===== src/rtl/fetch_pkg.sv =====
// Shared types for the instruction fetch stage.
// Holds the reset PC, the fetch FSM state type and the buffered entry type.
package fetch_pkg;

  localparam logic [31:0] RESET_PC = 32'h0040_0000;

  typedef enum logic [1:0] {
    IDLE,
    WAIT,
    DRAIN
  } fetch_state_t;

  typedef struct packed {
    logic [31:0] pc;
    logic [31:0] instr;
  } fetch_entry_t;

endpackage


===== src/rtl/fetch_buffer.sv =====
// In-order FIFO of fetched {pc, instr} entries with push/pop/clear.
// Ports: clock, reset (async low), clear_i, push_i/push_entry_i, pop_i,
// head_o, empty_o, full_o, count_o.
module fetch_buffer
  import fetch_pkg::*;
#(
  parameter int DEPTH = 2,
  parameter int CW    = $clog2(DEPTH + 1)
) (
  input  logic         clock,
  input  logic         reset,
  input  logic         clear_i,
  input  logic         push_i,
  input  fetch_entry_t push_entry_i,
  input  logic         pop_i,
  output fetch_entry_t head_o,
  output logic         empty_o,
  output logic         full_o,
  output logic [CW-1:0] count_o
);

  localparam int PW = (DEPTH > 1) ? $clog2(DEPTH) : 1;

  fetch_entry_t  mem_q [DEPTH];
  logic [PW-1:0] rd_q;
  logic [PW-1:0] wr_q;
  logic [CW-1:0] cnt_q;

  logic do_pop;
  logic do_push;

  assign empty_o = (cnt_q == '0);
  assign full_o  = (cnt_q == CW'(DEPTH));
  assign count_o = cnt_q;

  assign do_pop  = pop_i && !empty_o;
  assign do_push = push_i && (!full_o || do_pop);

  // Head reads as zero when empty so decode never sees stale data.
  assign head_o = empty_o ? '0 : mem_q[rd_q];

  always_ff @(posedge clock or negedge reset) begin
    if (!reset) begin
      rd_q  <= '0;
      wr_q  <= '0;
      cnt_q <= '0;
    end else if (clear_i) begin
      rd_q  <= '0;
      wr_q  <= '0;
      cnt_q <= '0;
    end else begin
      if (do_push) wr_q <= wr_q + 1'b1;
      if (do_pop)  rd_q <= rd_q + 1'b1;
      cnt_q <= cnt_q + CW'(do_push) - CW'(do_pop);
    end
  end

  always_ff @(posedge clock) begin
    if (do_push && !clear_i) mem_q[wr_q] <= push_entry_i;
  end

endmodule


===== src/rtl/fetch_unit.sv =====
// Instruction fetch stage: one outstanding memory read, in-order buffer.
// Ports: clock/reset, pc_in/pc_stall, flush, mem_req_*, mem_resp_*, inst_*.
module fetch_unit
  import fetch_pkg::*;
#(
  parameter int ADDR_W = 32,
  parameter int DATA_W = 32,
  parameter int DEPTH  = 2
) (
  input  logic              clock,
  input  logic              reset,
  input  logic [ADDR_W-1:0] pc_in,
  output logic              pc_stall,
  input  logic              flush,
  output logic              mem_req_valid,
  output logic [ADDR_W-1:0] mem_req_addr,
  input  logic              mem_req_ready,
  input  logic              mem_resp_valid,
  input  logic [DATA_W-1:0] mem_resp_data,
  output logic              inst_valid,
  output logic [DATA_W-1:0] inst_data,
  output logic [ADDR_W-1:0] inst_pc,
  input  logic              inst_ready
);

  localparam int CW = $clog2(DEPTH + 1);

  fetch_state_t      state_q;
  logic [ADDR_W-1:0] pend_pc_q;

  fetch_entry_t  push_entry;
  fetch_entry_t  head;
  logic          buf_empty;
  logic          buf_full;
  logic [CW-1:0] buf_count;

  logic          pop_req;
  logic          push;
  logic          fire;
  logic          in_wait;
  logic [CW:0]   occ;

  assign in_wait = (state_q == WAIT);
  assign pop_req = inst_valid && inst_ready;

  // Occupancy counts the in-flight word as already buffered.
  assign occ = {1'b0, buf_count} + (CW+1)'(in_wait) - (CW+1)'(pop_req);

  assign mem_req_valid = reset && !flush
                      && (occ < (CW+1)'(DEPTH))
                      && ((state_q == IDLE) || (in_wait && mem_resp_valid));
  assign mem_req_addr  = pc_in;
  assign fire          = mem_req_valid && mem_req_ready;
  assign pc_stall      = !fire;

  assign push = in_wait && mem_resp_valid && !flush;

  assign push_entry.pc    = 32'(pend_pc_q);
  assign push_entry.instr = 32'(mem_resp_data);

  fetch_buffer #(
    .DEPTH (DEPTH)
  ) u_buf (
    .clock        (clock),
    .reset        (reset),
    .clear_i      (flush),
    .push_i       (push),
    .push_entry_i (push_entry),
    .pop_i        (pop_req && !flush),
    .head_o       (head),
    .empty_o      (buf_empty),
    .full_o       (buf_full),
    .count_o      (buf_count)
  );

  assign inst_valid = !buf_empty;
  assign inst_data  = DATA_W'(head.instr);
  assign inst_pc    = ADDR_W'(head.pc);

  always_ff @(posedge clock or negedge reset) begin
    if (!reset) begin
      state_q   <= IDLE;
      pend_pc_q <= '0;
    end else begin
      if (fire) pend_pc_q <= pc_in;
      unique case (state_q)
        IDLE: begin
          if (fire) state_q <= WAIT;
        end
        WAIT: begin
          if (mem_resp_valid) state_q <= fire ? WAIT : IDLE;
          else if (flush)     state_q <= DRAIN;
        end
        DRAIN: begin
          if (mem_resp_valid) state_q <= IDLE;
        end
        default: state_q <= IDLE;
      endcase
    end
  end

  // A response with nothing outstanding, or a push into a full buffer,
  // means the memory broke its one-response-per-request contract.
  always_ff @(posedge clock) begin
    if (reset) begin
      assert (!(state_q == IDLE && mem_resp_valid));
      assert (!(push && buf_full && !pop_req));
    end
  end

endmodule


===== config.mk =====
export PLATFORM = sky130hd
export DESIGN_NAME = fetch_unit
export DESIGN_NICKNAME = d
export VERILOG_FILES = /design/src/rtl/fetch_pkg.sv /design/src/rtl/fetch_buffer.sv /design/src/rtl/fetch_unit.sv
export SDC_FILE = /design/constraint.sdc
export NUM_CORES = 1
export LEC_CHECK = 0
export CORE_MARGIN = 3
export CORE_UTILIZATION = 49
export CTS_CLUSTER_SIZE = 16
export DETAILED_ROUTE_END_ITERATION = 10
export PLACE_DENSITY = 0.9
export REMOVE_ABC_BUFFERS = 1
export SLEW_MARGIN = 0
export SYNTH_ARGS = -nofsm -noshare
export SYNTH_HDL_FRONTEND = slang
export SYNTH_SLANG_ARGS = --single-unit

===== constraint.sdc =====
create_clock -name clock -period 6.1 [get_ports clock]
set_input_delay 1.83 -clock clock [delete_from_list [all_inputs] [get_ports clock]]
set_output_delay 1.83 -clock clock [all_outputs]
set_load 0.01 [all_outputs]

# Yosys cells after proc, flatten, opt, wreduce, memory -nomap -nowiden
# Memories as Yosys holds them, arrays and structs flattened.
# Index checks and enable logic that the tools add are counted.
dict set report word_totals {
  elab_cells 55
  mem_bits_rw 128
  register_bits 38
  mem_count 1
  out_inout_bits 99
}
# name words word_bits read_ports rd_clocked_by_memory_dff write_ports line
set mem_list {}
lappend mem_list {u_buf.mem_q 2 64 1 0 1 fetch_buffer.sv:24} ;# fetch_entry_t mem_q [DEPTH];
dict set report op_classes {
  muxes 14
  n_eq_ne 6
  n_reduce_logical 22
  addsub 6
  order_cmp 1
}
# op n
set op_table {}
lappend op_table {{2-to-1 mux 64 bit} 1}
lappend op_table {{logical AND 1 bit} 11}
lappend op_table {{2-to-1 mux 2 bit} 5}
lappend op_table {{2-to-1 mux 1 bit} 7}
lappend op_table {{one-hot mux 2 bit (3 select lines)} 1}
lappend op_table {{equality test 2 bit, second input constant} 2}
lappend op_table {{logical NOT 1 bit} 4}
lappend op_table {{logical NOT 2 bit} 2}
lappend op_table {{inequality test 2 bit, second input constant} 2}
lappend op_table {{nonzero test 2 bit} 2}
lappend op_table {{adder 2 x 1 -> 3 bit} 1}
lappend op_table {{< comparator 3 x 2 -> 1 bit, second input constant} 1}
lappend op_table {{inequality test 3 bit, second input constant} 1}
lappend op_table {{AND reduction 3 bit} 1}
lappend op_table {{subtractor 3 x 1 -> 3 bit} 1}
lappend op_table {{adder 1 bit, second input constant} 2}
lappend op_table {{adder 2 x 1 -> 2 bit} 1}
lappend op_table {{equality test 2 x 1 -> 1 bit, second input constant} 1}
lappend op_table {{logical OR 1 bit} 2}
lappend op_table {{subtractor 2 x 1 -> 2 bit} 1}

# Logic depth before layout (Yosys ltp)
dict set report depth {
  depth_word 11
  depth_mapped 9
  ltp_nobuf 8
}

# Cells and area by module
# A second synthesis with hierarchy kept.
dict set report unflattened {
  hier_cells 420
  area_unflattened_um2 6907.9
}
# module area_per_inst_um2 n_inst cells_per_inst seq_area_each_um2
set by_module_without_submodules {}
lappend by_module_without_submodules {fetch_buffer 5101.1 1 297 3943.8}
lappend by_module_without_submodules {fetch_unit 1806.7 1 123 850.8}

# Worst setup path before layout
# No wires, ideal clock.
dict set report synth_timing {
  path_kind {input -> output}
  startpoint {input port inst_ready}
  endpoint {output port pc_stall}
  cell_stages 9
  t_arrival_ns 4.082
  path_slack_ns 0.188
  cell_sequence {o21ai_0 > inv_1 > ha_1 > or3b_2 > fa_1 > nand3_1 > nor4b_4 > buf_6 > inv_1}
}
dict set report synth_via {
  elab_chain_cells 7
}
# item line
set synth_rtl {}
lappend synth_rtl {{start, declared} fetch_unit.sv:23} ;# input logic inst_ready
lappend synth_rtl {{logical AND 1 bit} fetch_unit.sv:44} ;# assign pop_req = inst_valid && inst_ready;
lappend synth_rtl {{subtractor 3 x 1 -> 3 bit} fetch_unit.sv:47} ;# assign occ = {1'b0, buf_count} + (CW+1)'(in_wait) - (CW+1)'(pop_req);
lappend synth_rtl {{< comparator 3 x 2 -> 1 bit} fetch_unit.sv:50} ;# && (occ < (CW+1)'(DEPTH))
lappend synth_rtl {{logical AND 1 bit} fetch_unit.sv:50}
lappend synth_rtl {{logical AND 1 bit} fetch_unit.sv:51} ;# && ((state_q == IDLE) || (in_wait && mem_resp_valid));
lappend synth_rtl {{logical AND 1 bit} fetch_unit.sv:53} ;# assign fire = mem_req_valid && mem_req_ready;
lappend synth_rtl {{logical NOT 1 bit} fetch_unit.sv:54} ;# assign pc_stall = !fire;
lappend synth_rtl {{end, declared} fetch_unit.sv:13} ;# output logic pc_stall,
# No other way between the ends.

# Worst setup path after layout
# Same ends and word-level chain as after synthesis.

==> out/metrics.yaml <==
outcome: "complete, no violations"
crit_arrival_ns: 4.09
grt.total_usage: 0.180
core_sq_um: 12900
antenna_found_initial: 0
reg2regPathDepth: 9
worst_slew_pin_slew_ns: 1.16
worst_path_largest_cell_delay_ns: 0.55
layout.nets: 634
cts.sinks: 166
final_cell_mix: "clkdlybuf4s50_1 (164), edfxtp_1 (128), nor2_1 (69)"
place.gp.congestion: 0.777
synth_cell_type_count: 30
syn_area_per_cell_sq_um: 16.1
crit_fanout: 2
clk_latency_ns: 0.41
cts_tree: "built"
fin_skew_ns: 0.00721
path_clk_slew_ns: 0.06
p_leak_nw: 3.04
setup_viol: 0
whs_path_depth: 0
critPathLaunchType: "primary input"
cap_violations: 0
drv_slew: 0
syn-cell-area_sq_um: 6640
syn_to_final_growth_pct: 33.3
ioPinCount: 169
layout.cells.non_filler: 745
antenna_left: 0
wire_per_inst_microns: 17.2
rows: 41
worstPathRequired_ns: 4.27
finalCoreUtilization: 0.685
max_freq_ghz: 0.169
drc: 0
seq_area_frac_synth: 0.722
slew_headroom: 0.226
clockRootBuffer: "clkbuf_16"
die_x_microns: 122
yosysWarningCount: 0
rsz0062_at_grt: "false"
dr.pass1.iters: 4
layout_commonest_cell: "clkdlybuf4s50_1"
h-tree-depth: 4
critPathKind: "primary input to output pin"
die-area_sq_um: 15000
final_layout_size_suffix_gt1_frac: 0.136
cpMostUsedCell: "inv_1"
start_util: 0.514
ctsLongestPathBuffers: 2
n_antenna_cell: 0
critical_path.endpoint_type: "output pin"
ir_drop_v: 0.000203
finalCritPeriodShare: 0.970
synthCells: 413
grt_pass1_wl_microns: 20300
die_h_microns: 122
hold_slack_ns: 0.462
cpMaxStageDelayCell: "fa_2"
powerDensity_nw_per_um2: 308
min_period_ns: 5.92
p_total_mw: 2.73
crit_chain: "dlygate4sd2_1 -> o21ai_2 -> inv_1 -> ha_1 -> or3b_4 -> fa_2 -> nand3_2 -> nor4b_4 -> inv_1 -> buf_2"
routed_via_density: 5.08
routed_wl_microns: 12800
via_count: 3783
dp.cells: 711
grt_pass1_vias: 4104
numCtsBuffers: 17
holdBufCountCts: 0
portBuffers: 168
dp_hpwl_microns: 8250
overflow: 0
hold_violations: 0
grt_max_degree: 66
drtIter0Drc: 261
ys_ff_latch: 166
min_path_type: "flip-flop to flip-flop"
-- cell usage after synthesis (all sizes together) --
master | count | area (sq um)
a211oi | 1 | 7.51
a21oi | 1 | 5.00
a41oi | 1 | 8.76
and2 | 1 | 6.26
buf | 43 | 310
clkbuf | 6 | 22.5
dfrtp | 38 | 951
edfxtp | 128 | 3840
fa | 1 | 20.0
ha | 3 | 37.5
inv | 5 | 18.8
mux2 | 32 | 360
mux2i | 65 | 651
nand2 | 1 | 3.75
nand2b | 2 | 12.5
nand3 | 2 | 10.0
nand3b | 1 | 7.51
nor2 | 70 | 263
nor2b | 3 | 18.8
nor3 | 1 | 5.00
nor4b | 1 | 23.8
o21ai | 1 | 5.00
or2 | 1 | 8.76
or3b | 1 | 8.76
xnor2 | 2 | 17.5
xor2 | 2 | 17.5
-- worst paths after layout --
kind                                       to              from  slack [ns]
setup / recovery                     pc_stall        inst_ready        0.18
hold / removal             u_buf.mem_q[0][39]      pend_pc_q[7]        0.46
setup reg to reg                pend_pc_q[30]  u_buf.count_o[1]        2.66
hold reg to reg            u_buf.mem_q[0][39]      pend_pc_q[7]        0.46
max in group asynchronous          u_buf.rd_q             reset        4.13
min in group asynchronous          state_q[0]             reset        1.23
-- routing by layer --
layer / global-route usage / vias to the layer above / wire length [microns]
li1: - / 1752 / -
met2: 0.315 / 137 / 6850
met3: 0.0498 / 18 / 683
met4: 0.0581 / 0 / 163
met1: 0.216 / 1876 / 5090
met5: 0 / - / 0
-- report_power, final --
| part | total, mW | switching [mW] | leakage (nW) | internal [mW] |
|---|---|---|---|---|
| Sequential | 1.43 | 0.0746 | 1.61 | 1.35 |
| Combinational | 0.315 | 0.120 | 1.16 | 0.195 |
| Clock | 0.988 | 0.394 | 0.266 | 0.594 |
-- state kept, by name, summed over array words and instances (netlist names) --
signal,count
u_buf.rd_q,1
state_q,2
u_buf.count_o,2
u_buf.wr_q,1
u_buf.mem_q,128
pend_pc_q,32
-- worst max-delay path, delay by kind of cell --
kind | cells | cell delay [ns]
adders and majority gates | 2 | 0.83
and+or+nand+nor | 3 | 0.81
buffers and inverters | 4 | 0.55
AOI/OAI and AO/OA | 1 | 0.07
-- layout make-up --
cell class	instances	area (sq um)
multi-input cells	193	1540
repair buffers	177	1740
flip-flops and latches	166	4800
clock buffers	20	437
clock inverters	12	111
well taps	172	215
inverters	5	18.8
fillers	906	4070
-- timing repair --
item | CTS | global route
setup buffers | 2 | 0
gates resized for setup | 11 | 1
setup endpoints to repair | 2 | 2
pin swaps | 3 | 3
-- cell families after synthesis --
| kind of cell | synth area share |
|---|---|
| mux | 0.152 |
| simple gates | 0.0554 |
| fa+ha+maj | 0.00866 |
| flops | 0.722 |
| xor+xnor | 0.00527 |
| compound gates | 0.00395 |
| buf+inv | 0.0529 |
-- through the flow --
stage	worst slack, ns	setup TNS, ns	area [sq um]
finish	0.181	0	8850
global route	0.0955	0	8850
CTS	0.0269	0	8850
detailed placement	-0.556	-1.04	8280
global placement	-0.439	-0.775	8280
floorplan	-0.522	-0.522	6310
No activity file was read; power rests on OpenSTA's default activity.
